===== src/rtl/rot_coord_gen_if.sv =====
// Request/response bundle of the rotation coordinate generator: destination
// pixel requests in, source coordinates and bilinear weights out.
interface rot_coord_gen_if #(
  parameter int PIX_W  = 12,
  parameter int FRAC_W = 10,
  parameter int TRIG_W = FRAC_W + 2
);
  logic                     i_fsyn;
  logic                     i_valid;
  logic                     o_ready;
  logic [PIX_W-1:0]         iv_width;
  logic [PIX_W-1:0]         iv_depth;
  logic signed [TRIG_W-1:0] iv_cos;
  logic signed [TRIG_W-1:0] iv_sin;
  logic                     o_valid;
  logic                     i_ready;
  logic signed [PIX_W:0]    ov_x0;
  logic signed [PIX_W:0]    ov_y0;
  logic [FRAC_W-1:0]        ov_fx;
  logic [FRAC_W-1:0]        ov_fy;
  logic                     o_oob;
  logic                     o_eol;
  logic                     o_eof;

  modport slave (
    input  i_fsyn, i_valid, iv_width, iv_depth, iv_cos, iv_sin, i_ready,
    output o_ready, o_valid, ov_x0, ov_y0, ov_fx, ov_fy, o_oob, o_eol, o_eof
  );

  modport master (
    output i_fsyn, i_valid, iv_width, iv_depth, iv_cos, iv_sin, i_ready,
    input  o_ready, o_valid, ov_x0, ov_y0, ov_fx, ov_fy, o_oob, o_eol, o_eof
  );
endinterface


===== src/rtl/rot_coord_gen.sv =====
// Raster-scan inverse-mapping rotation coordinate generator, 4-stage pipeline
// from destination (x,y) to floor source coordinate, weights and oob flag.
module rot_coord_gen #(
  parameter int PIX_W  = 12,
  parameter int FRAC_W = 10,
  parameter int TRIG_W = FRAC_W + 2,
  parameter int DEF_W  = 640,
  parameter int DEF_H  = 480
) (
  input  logic              i_clk,
  input  logic              i_reset_n,
  rot_coord_gen_if.slave    bus
);
  localparam int DW   = PIX_W + 1;
  localparam int PW   = DW + TRIG_W;
  localparam int SUMW = PW + 1;
  localparam int SW   = SUMW + 1;
  localparam int X0W  = SW - FRAC_W;
  localparam logic signed [X0W-1:0] SAT_HI = X0W'((1 << (DW - 1)) - 1);
  localparam logic signed [X0W-1:0] SAT_LO = ~SAT_HI;

  // Handshake: a request is taken when i_valid && o_ready and i_fsyn is low;
  // a beat leaves when o_valid && i_ready. o_ready mirrors i_ready, and the
  // whole pipe plus the scan counters freeze in any cycle with i_ready low.
  logic adv, acc;
  assign adv         = bus.i_ready;
  assign acc         = bus.i_valid & adv & ~bus.i_fsyn;
  assign bus.o_ready = bus.i_ready;

  logic [PIX_W-1:0]         w_q, h_q, x_q, y_q;
  logic signed [TRIG_W-1:0] c_q, s_q;

  always_ff @(posedge i_clk or negedge i_reset_n) begin
    if (!i_reset_n) begin
      w_q <= PIX_W'(DEF_W);
      h_q <= PIX_W'(DEF_H);
      c_q <= TRIG_W'(1 << FRAC_W);
      s_q <= '0;
    end else if (bus.i_fsyn) begin
      w_q <= bus.iv_width;
      h_q <= bus.iv_depth;
      c_q <= bus.iv_cos;
      s_q <= bus.iv_sin;
    end
  end

  logic x_last, y_last;
  assign x_last = (x_q == w_q - PIX_W'(1));
  assign y_last = (y_q == h_q - PIX_W'(1));

  always_ff @(posedge i_clk or negedge i_reset_n) begin
    if (!i_reset_n) begin
      x_q <= '0;
      y_q <= '0;
    end else if (bus.i_fsyn) begin
      x_q <= '0;
      y_q <= '0;
    end else if (acc) begin
      if (x_last) begin
        x_q <= '0;
        y_q <= y_last ? '0 : y_q + PIX_W'(1);
      end else begin
        x_q <= x_q + PIX_W'(1);
      end
    end
  end

  // Each beat carries the config it was accepted under, so a new frame's
  // config never leaks into beats still in flight.
  logic [PIX_W-1:0]     cx, cy;
  logic signed [DW-1:0] dx_c, dy_c;
  assign cx   = w_q >> 1;
  assign cy   = h_q >> 1;
  assign dx_c = $signed({1'b0, x_q}) - $signed({1'b0, cx});
  assign dy_c = $signed({1'b0, cy}) - $signed({1'b0, y_q});

  logic                     v1, eol1, eof1;
  logic signed [DW-1:0]     dx1, dy1;
  logic [PIX_W-1:0]         cx1, cy1, w1, h1;
  logic signed [TRIG_W-1:0] c1, s1;

  always_ff @(posedge i_clk or negedge i_reset_n) begin
    if (!i_reset_n) begin
      v1 <= 1'b0; eol1 <= 1'b0; eof1 <= 1'b0;
      dx1 <= '0; dy1 <= '0; cx1 <= '0; cy1 <= '0; w1 <= '0; h1 <= '0;
      c1 <= '0; s1 <= '0;
    end else if (adv) begin
      v1   <= acc;
      eol1 <= x_last;
      eof1 <= x_last & y_last;
      dx1  <= dx_c;
      dy1  <= dy_c;
      cx1  <= cx;
      cy1  <= cy;
      w1   <= w_q;
      h1   <= h_q;
      c1   <= c_q;
      s1   <= s_q;
    end
  end

  logic signed [PW-1:0] c_ext, s_ext, dx_ext, dy_ext;
  assign c_ext  = {{DW{c1[TRIG_W-1]}}, c1};
  assign s_ext  = {{DW{s1[TRIG_W-1]}}, s1};
  assign dx_ext = {{TRIG_W{dx1[DW-1]}}, dx1};
  assign dy_ext = {{TRIG_W{dy1[DW-1]}}, dy1};

  logic                 v2, eol2, eof2;
  logic signed [PW-1:0] pcx, psy, psx, pcy;
  logic [PIX_W-1:0]     cx2, cy2, w2, h2;

  always_ff @(posedge i_clk or negedge i_reset_n) begin
    if (!i_reset_n) begin
      v2 <= 1'b0; eol2 <= 1'b0; eof2 <= 1'b0;
      pcx <= '0; psy <= '0; psx <= '0; pcy <= '0;
      cx2 <= '0; cy2 <= '0; w2 <= '0; h2 <= '0;
    end else if (adv) begin
      v2   <= v1;
      eol2 <= eol1;
      eof2 <= eof1;
      pcx  <= c_ext * dx_ext;
      psy  <= s_ext * dy_ext;
      psx  <= s_ext * dx_ext;
      pcy  <= c_ext * dy_ext;
      cx2  <= cx1;
      cy2  <= cy1;
      w2   <= w1;
      h2   <= h1;
    end
  end

  logic signed [SUMW-1:0] px_c, py_c;
  logic signed [SW-1:0]   sx_c, sy_c;
  assign px_c = $signed({pcx[PW-1], pcx}) - $signed({psy[PW-1], psy});
  assign py_c = $signed({psx[PW-1], psx}) + $signed({pcy[PW-1], pcy});
  assign sx_c = $signed({{(SW-PIX_W-FRAC_W){1'b0}}, cx2, {FRAC_W{1'b0}}})
              + $signed({px_c[SUMW-1], px_c});
  assign sy_c = $signed({{(SW-PIX_W-FRAC_W){1'b0}}, cy2, {FRAC_W{1'b0}}})
              - $signed({py_c[SUMW-1], py_c});

  logic                 v3, eol3, eof3;
  logic signed [SW-1:0] sx3, sy3;
  logic [PIX_W-1:0]     w3, h3;

  always_ff @(posedge i_clk or negedge i_reset_n) begin
    if (!i_reset_n) begin
      v3 <= 1'b0; eol3 <= 1'b0; eof3 <= 1'b0;
      sx3 <= '0; sy3 <= '0; w3 <= '0; h3 <= '0;
    end else if (adv) begin
      v3   <= v2;
      eol3 <= eol2;
      eof3 <= eof2;
      sx3  <= sx_c;
      sy3  <= sy_c;
      w3   <= w2;
      h3   <= h2;
    end
  end

  // Dropping the fraction bits of a two's-complement value is a floor.
  logic signed [X0W-1:0] x0_w, y0_w, lim_x, lim_y;
  logic                  oob_c;
  assign x0_w  = sx3[SW-1:FRAC_W];
  assign y0_w  = sy3[SW-1:FRAC_W];
  assign lim_x = $signed({{(X0W-PIX_W){1'b0}}, w3}) - $signed(X0W'(2));
  assign lim_y = $signed({{(X0W-PIX_W){1'b0}}, h3}) - $signed(X0W'(2));
  assign oob_c = x0_w[X0W-1] | (x0_w > lim_x) | y0_w[X0W-1] | (y0_w > lim_y);

  function automatic logic [DW-1:0] sat(input logic signed [X0W-1:0] v);
    if (v > SAT_HI)      sat = SAT_HI[DW-1:0];
    else if (v < SAT_LO) sat = SAT_LO[DW-1:0];
    else                 sat = v[DW-1:0];
  endfunction

  logic                 v4, oob4, eol4, eof4;
  logic [DW-1:0]        x04, y04;
  logic [FRAC_W-1:0]    fx4, fy4;

  always_ff @(posedge i_clk or negedge i_reset_n) begin
    if (!i_reset_n) begin
      v4 <= 1'b0; oob4 <= 1'b0; eol4 <= 1'b0; eof4 <= 1'b0;
      x04 <= '0; y04 <= '0; fx4 <= '0; fy4 <= '0;
    end else if (adv) begin
      v4   <= v3;
      oob4 <= oob_c;
      eol4 <= eol3;
      eof4 <= eof3;
      x04  <= sat(x0_w);
      y04  <= sat(y0_w);
      fx4  <= sx3[FRAC_W-1:0];
      fy4  <= sy3[FRAC_W-1:0];
    end
  end

  assign bus.o_valid = v4;
  assign bus.ov_x0   = $signed(x04);
  assign bus.ov_y0   = $signed(y04);
  assign bus.ov_fx   = fx4;
  assign bus.ov_fy   = fy4;
  assign bus.o_oob   = oob4;
  assign bus.o_eol   = eol4;
  assign bus.o_eof   = eof4;
endmodule


===== src/flat_wrapper.sv =====
// flat-port wrapper written by rule: the top's interface ports become plain ports
module rot_coord_gen_flat 
#(
  parameter int PIX_W  = 12,
  parameter int FRAC_W = 10,
  parameter int TRIG_W = FRAC_W + 2,
  parameter int DEF_W  = 640,
  parameter int DEF_H  = 480
)
  (i_clk, i_reset_n, bus_i_fsyn, bus_i_valid, bus_iv_width, bus_iv_depth, bus_iv_cos, bus_iv_sin, bus_i_ready, bus_o_ready, bus_o_valid, bus_ov_x0, bus_ov_y0, bus_ov_fx, bus_ov_fy, bus_o_oob, bus_o_eol, bus_o_eof);
  rot_coord_gen_if #(.PIX_W(PIX_W), .FRAC_W(FRAC_W), .TRIG_W(TRIG_W)) bus_i ();
  input  logic i_clk;
  input  logic i_reset_n;
  input wire logic [$bits(bus_i.i_fsyn)-1:0] bus_i_fsyn;
  input wire logic [$bits(bus_i.i_valid)-1:0] bus_i_valid;
  input wire logic [$bits(bus_i.iv_width)-1:0] bus_iv_width;
  input wire logic [$bits(bus_i.iv_depth)-1:0] bus_iv_depth;
  input wire logic [$bits(bus_i.iv_cos)-1:0] bus_iv_cos;
  input wire logic [$bits(bus_i.iv_sin)-1:0] bus_iv_sin;
  input wire logic [$bits(bus_i.i_ready)-1:0] bus_i_ready;
  output wire logic [$bits(bus_i.o_ready)-1:0] bus_o_ready;
  output wire logic [$bits(bus_i.o_valid)-1:0] bus_o_valid;
  output wire logic [$bits(bus_i.ov_x0)-1:0] bus_ov_x0;
  output wire logic [$bits(bus_i.ov_y0)-1:0] bus_ov_y0;
  output wire logic [$bits(bus_i.ov_fx)-1:0] bus_ov_fx;
  output wire logic [$bits(bus_i.ov_fy)-1:0] bus_ov_fy;
  output wire logic [$bits(bus_i.o_oob)-1:0] bus_o_oob;
  output wire logic [$bits(bus_i.o_eol)-1:0] bus_o_eol;
  output wire logic [$bits(bus_i.o_eof)-1:0] bus_o_eof;
  assign bus_i.i_fsyn = bus_i_fsyn;
  assign bus_i.i_valid = bus_i_valid;
  assign bus_i.iv_width = bus_iv_width;
  assign bus_i.iv_depth = bus_iv_depth;
  assign bus_i.iv_cos = bus_iv_cos;
  assign bus_i.iv_sin = bus_iv_sin;
  assign bus_i.i_ready = bus_i_ready;
  assign bus_o_ready = bus_i.o_ready;
  assign bus_o_valid = bus_i.o_valid;
  assign bus_ov_x0 = bus_i.ov_x0;
  assign bus_ov_y0 = bus_i.ov_y0;
  assign bus_ov_fx = bus_i.ov_fx;
  assign bus_ov_fy = bus_i.ov_fy;
  assign bus_o_oob = bus_i.o_oob;
  assign bus_o_eol = bus_i.o_eol;
  assign bus_o_eof = bus_i.o_eof;
  rot_coord_gen #(.PIX_W(PIX_W), .FRAC_W(FRAC_W), .TRIG_W(TRIG_W), .DEF_W(DEF_W), .DEF_H(DEF_H)) u_core (.i_clk(i_clk), .i_reset_n(i_reset_n), .bus(bus_i));
endmodule

===== config.mk =====
export PLATFORM = sky130hd
export DESIGN_NAME = rot_coord_gen_flat
export DESIGN_NICKNAME = d
export VERILOG_FILES = /design/src/rtl/rot_coord_gen_if.sv /design/src/rtl/rot_coord_gen.sv /design/src/flat_wrapper.sv
export SDC_FILE = /design/constraint.sdc
export NUM_CORES = 2
export LEC_CHECK = 0
export CAP_MARGIN = 10
export CORE_ASPECT_RATIO = 2
export CORE_UTILIZATION = 30
export CTS_CLUSTER_DIAMETER = 80
export DETAILED_ROUTE_END_ITERATION = 7
export HOLD_SLACK_MARGIN = 0.15
export PLACE_DENSITY = 0.49
export SETUP_SLACK_MARGIN = 0.3
export SLEW_MARGIN = 20
export SYNTH_ARGS = -nofsm -noshare
export SYNTH_HDL_FRONTEND = slang
export SYNTH_SLANG_ARGS = --single-unit

===== constraint.sdc =====
create_clock -name i_clk -period 5.79 [get_ports i_clk]
set_input_delay 0.579 -clock i_clk [delete_from_list [all_inputs] [get_ports i_clk]]
set_output_delay 0.579 -clock i_clk [all_outputs]
set_load 0.05 [all_outputs]

# Yosys cells after proc, flatten, opt, wreduce, memory -nomap -nowiden
# Index checks and enable logic that the tools add are counted.
dict set report word_totals {
  regBits 451
  inputBits 53
  elab_cells 88
}
dict set report classes {
  addsub 12
  multipliers 4
  order_cmp 6
  eq_ne 2
  muxes 11
  bitwise 7
  n_reduce_logical 3
}
# operator n
set ops {}
lappend ops {{$mul A12 B13 Y25} 4}
lappend ops {{$mux W12} 7}
lappend ops {{$mux W13} 4}
lappend ops {{$gt A17 B13 Y1 const B} 2}
lappend ops {{$gt A17 B17 Y1} 2}
lappend ops {{$lt A17 B13 Y1 const B} 2}
lappend ops {{$add A22 B26 Y27} 1}
lappend ops {{$sub A22 B26 Y27} 1}
lappend ops {{$add A25 B25 Y26} 1}
lappend ops {{$sub A12 B2 Y13 const B} 2}
lappend ops {{$sub A25 B25 Y26} 1}
lappend ops {{$add A12 B1 Y12 const B} 2}
lappend ops {{$eq A12 B12 Y1} 2}
lappend ops {{$sub A12 B1 Y12 const B} 2}
lappend ops {{$sub A11 B12 Y13} 1}
lappend ops {{$sub A12 B11 Y13} 1}
lappend ops {{$reduce_bool A2 Y1} 2}
lappend ops {{$and A1 B1 Y1} 3}
lappend ops {{$or A1 B1 Y1} 3}
lappend ops {{$reduce_and A2 Y1} 1}
lappend ops {{$not A1 Y1} 1}

# Logic depth before layout (Yosys ltp)
dict set report depth {
  word_depth 6
  ltp_mapped 23
  depth_no_buf 22
}

# Worst setup path before layout
# Ideal clock, no wire load.
dict set report synth_path {
  path_kind {register -> register}
  from {register u_core.c1[3]}
  to {register u_core.pcx[23]}
  setup_ns 0.125
  t_arrival_ns 5.633
  required_ns 5.665
  setup_slack_ns 0.032
  path_stages_with_launch 21
  cell_sequence {dfrtp_1 clkbuf_1 clkbuf_1 nand2_1 fa_1 fa_1 fa_1 inv_1 fa_1 inv_1 fa_1 inv_1 ha_1 a2111oi_0 a21o_1 a211o_1 a31oi_1 or3_1 a31oi_1 xnor2_1 mux2_2}
}
dict set report synth_via {
  elab_chain_len 1
}
# element line
set synth_lines {}
lappend synth_lines {{start: declaration} rot_coord_gen.sv:80} ;# logic signed [TRIG_W-1:0] c1, s1;
lappend synth_lines {{start signal: assignment} rot_coord_gen.sv:97} ;# c1 <= c_q;
lappend synth_lines {{$mul A12 B13 Y25} rot_coord_gen.sv:121} ;# pcx <= c_ext * dx_ext;
lappend synth_lines {{end signal: assignment} rot_coord_gen.sv:121}
lappend synth_lines {{end: declaration} rot_coord_gen.sv:109} ;# logic signed [PW-1:0] pcx, psy, psx, pcy;
# Every way passes these cells.
# A chain may end at the register's enable or synchronous reset.

# Final worst setup path
# Same ends and word-level chain as after synthesis.

==> metrics.yaml <==
layout:
  register_area_um2: 10200
  nets: 5852
  multi_input_area_um2: 30500
  fillers: 15000
  final_cells: 6768
  syn_to_final_growth_pct: 17.3
  drive_gt1_frac: 0.149
synthesis:
  ys_seq_area_frac: 0.231
  synth_cell_types: 76
  synth-seq-cells: 407
  synth_area_leaders: "fa_1, dfrtp_1, ha_1"
  synth_edf_count: 0
  synth.top_cell.area_share: 0.280
  async_flop_share: 1.00
  yosys.area.top_type: "fa_1"
  synth_top_cells_by_count: "inv_1, fa_1, nand2_1"
  syn_area_um2: 44100
  synthesis.nets: 5621
  synth_warnings: 0
  synth_ff_type: "dfrtp_1"
  syn_inst: 4598
  synth.avg_cell_area_um2: 9.59
  synth.most_common_cell: "inv_1"
die:
  ios: 104
  dieArea_um2: 149000
  rows: 198
  die_w_um: 273
  core-area_um2: 146000
  initial_utilization: 0.303
  chipHeight_um: 544
clock_network:
  htreeDepth: 2
  path_clk_slew_ps: 80
  insertion_delay_ps: 660
  cts_buffers: 45
  cts_tree: "built"
  clock_path_buffers: 3
  root_buffer: "clkbuf_16"
  numClockSinks: 407
timing:
  setup_ws_ps: 234
  worstMarginPinSlew_ps: 1090
  layout_min_cycle_time_ps: 5560
  finalSetupTns_ps: 0
  fmax_mhz: 180
  finalMaxSlewViolations: 0
  fin_hold_ws_ps: 421
  finalSetupViolations: 0
  hold_violations: 0
  relSlewSlack: 0.266
  finClkSkew_ps: 45.1
  fin_crit_sh: 0.960
  rsz0062_at_grt: "true"
run:
  cap_viol_max_count: 0
grt:
  antenna_found_initial: 5
  use_met3: 0.0144
  grt_usage: 0.184
  grt_max_degree: 174
  grt_pass1_vias: 35300
  busiest_layer: "met2"
  grt_pass1_wl_um: 206000
  use_met2: 0.364
  grt-ovfl-total: 0
  met1_usage: 0.182
status:
  status: "finished clean"
critical_path:
  endpoint: "u_core.pcx[23]$_DFFE_PN0P_"
  rr_startpoint: "u_core.c1[3]$_DFFE_PN0P_"
  required_ps: 6340
  startpoint_type: "flop"
  rrSetupSlack_ps: 230
  crit_type: "reg -> reg"
  cp_top_family: "adder cells"
  crit_start: "u_core.c1[3]$_DFFE_PN0P_"
  end_kind: "flop"
  slowest_stage: "fa_1"
  r2r-end: "u_core.pcx[23]$_DFFE_PN0P_"
  critPathMostFrequentCell: "fa_1"
  path_cells: "buf_6, nand2_1, fa_1, fa_1, fa_1, inv_1, fa_1, inv_1, fa_1, inv_1, ha_1, o21a_1, nor2_4, a21o_1, a211o_1, a31oi_2, or3_1, a31oi_1, xnor2_1, mux2_4"
  reg2reg_depth: 20
  cp.arrival_ps: 6100
  critical_path_depth: 20
  crit_fanout: 7
  cp_slowest_stage_delay_ps: 600
  worstPathBufferInverterCount: 4
routing:
  drt_iter0_drc: 1459
  route.detailed.drc: 0
  wl_per_cell_um: 19.8
  drtPass1Iterations: 7
  routed_wl_um: 134000
  via_count: 31900
  antenna_left: 0
  post_drt_via_cell_ratio: 4.72
min_path:
  hp-class: "in -> reg"
place:
  dp_hpwl_um: 108000
  globalplace.congestion: 0.893
  port_buffers: 103
  place_worst_setup_slack_ps: -29.3
  placed_cells: 6637
## layout by cell type (no fill, tap or decap), types with 32 or more instances in the layout
| cell type | instances |
|---|---|
| buf_6 | 32 |
| ha_1 | 332 |
| inv_1 | 869 |
| nand2_1 | 565 |
| nor2_1 | 180 |
| xnor2_1 | 139 |
| clkbuf_16 | 48 |
| clkdlybuf4s50_1 | 100 |
| o21ai_0 | 189 |
| and2_1 | 174 |
| xor2_1 | 53 |
| dfrtp_1 | 375 |
| a21o_1 | 39 |
| nand2b_1 | 41 |
| mux2_2 | 208 |
| nand3_1 | 36 |
| fa_1 | 613 |
| a21oi_1 | 112 |
| buf_4 | 199 |
## how the worst min path moves through the flow
stage	startpoint	end	slack (ps)	depth (start not counted)
5_1_grt	i_reset_n	u_core.bus.ov_x0[9]$_DFFE_PN0P_	440	2
3_3_place_gp	u_core.sx3[0]$_DFFE_PN0P_	u_core.sx3[0]$_DFFE_PN0P_	460	2
2_1_floorplan	i_reset_n	u_core.bus.o_eof$_DFFE_PN0P_	280	0
3_5_place_dp	u_core.bus.ov_y0[10]$_DFFE_PN0P_	u_core.bus.ov_y0[10]$_DFFE_PN0P_	480	1
4_1_cts	bus_i_ready	u_core.pcx[24]$_DFFE_PN0P_	380	2
6_report	bus_i_ready	u_core.w2[8]$_DFFE_PN0P_	420	3
## kinds of logic (layout without fill, tap and decap cells)
kind of cell,count (synthesis),in the layout,share of synthesized area
simple gates,1161,1161,0.122
buf+inv,1079,1345,0.0922
fa+ha+maj,970,970,0.380
compound gates,563,563,0.0794
flops,407,407,0.231
mux,223,223,0.0566
xor+xnor,195,195,0.0387
other cells,0,4,0
## final cells by class
type                            instances  share of cell area
Clock buffer                           54              0.0236
Tap cell                             1900              0.0460
Timing Repair Buffer                  373              0.0707
Antenna cell                            4            0.000194
Sequential cell                       407               0.198
Inverter                              890              0.0646
Multi-Input combinational cell       3112               0.589
Clock inverter                         28             0.00793
## state kept, by name, indices dropped and copies added, names as in the netlist, 13 cells and up
signal,flops
u_core.bus.ov_y0,13
u_core.pcy,25
u_core.bus.ov_x0,13
u_core.psx,25
u_core.sx3,27
u_core.sy3,27
u_core.dx1,13
u_core.dy1,13
u_core.pcx,25
u_core.psy,25
## metrics by stage
| step | instance area, um^2 | utilization |
|---|---|---|
| floorplan | 44100 | - |
| global placement | 48900 | 0.335 |
| detailed placement | 48900 | 0.335 |
| CTS | 51000 | 0.350 |
| global route | 51700 | 0.355 |
| finish | 51700 | 0.355 |
## routing by layer
layer / vias up / routed length (um)
met4: 4 / 9380
met5: - / 26
met1: 16300 / 46100
met3: 275 / 3140
li1: 14800 / -
met2: 518 / 75500
## what timing repair did
item	in CTS	in global routing
endpoints found under the setup margin	33	33
pin swaps	25	62
gates cloned	1	2
gates resized for setup	82	132
hold endpoints to repair	40	0
buffers inserted	20	21
hold buffers	1	0
## worst register-to-register path, delay by kind of cell, from the launching register on
family | cells | cell delay, ps
multiplexers | 1 | 250
flip-flops | 1 | 460
AND/OR/NAND/NOR | 3 | 610
XOR/XNOR | 1 | 90
adder cells (fa/ha/maj) | 6 | 2880
buffers and inverters | 4 | 300
AO/OA/AOI/OAI | 5 | 870
Power is not shown: default switching activity piles up to over one toggle a cycle in this logic, so the estimate is an artifact.
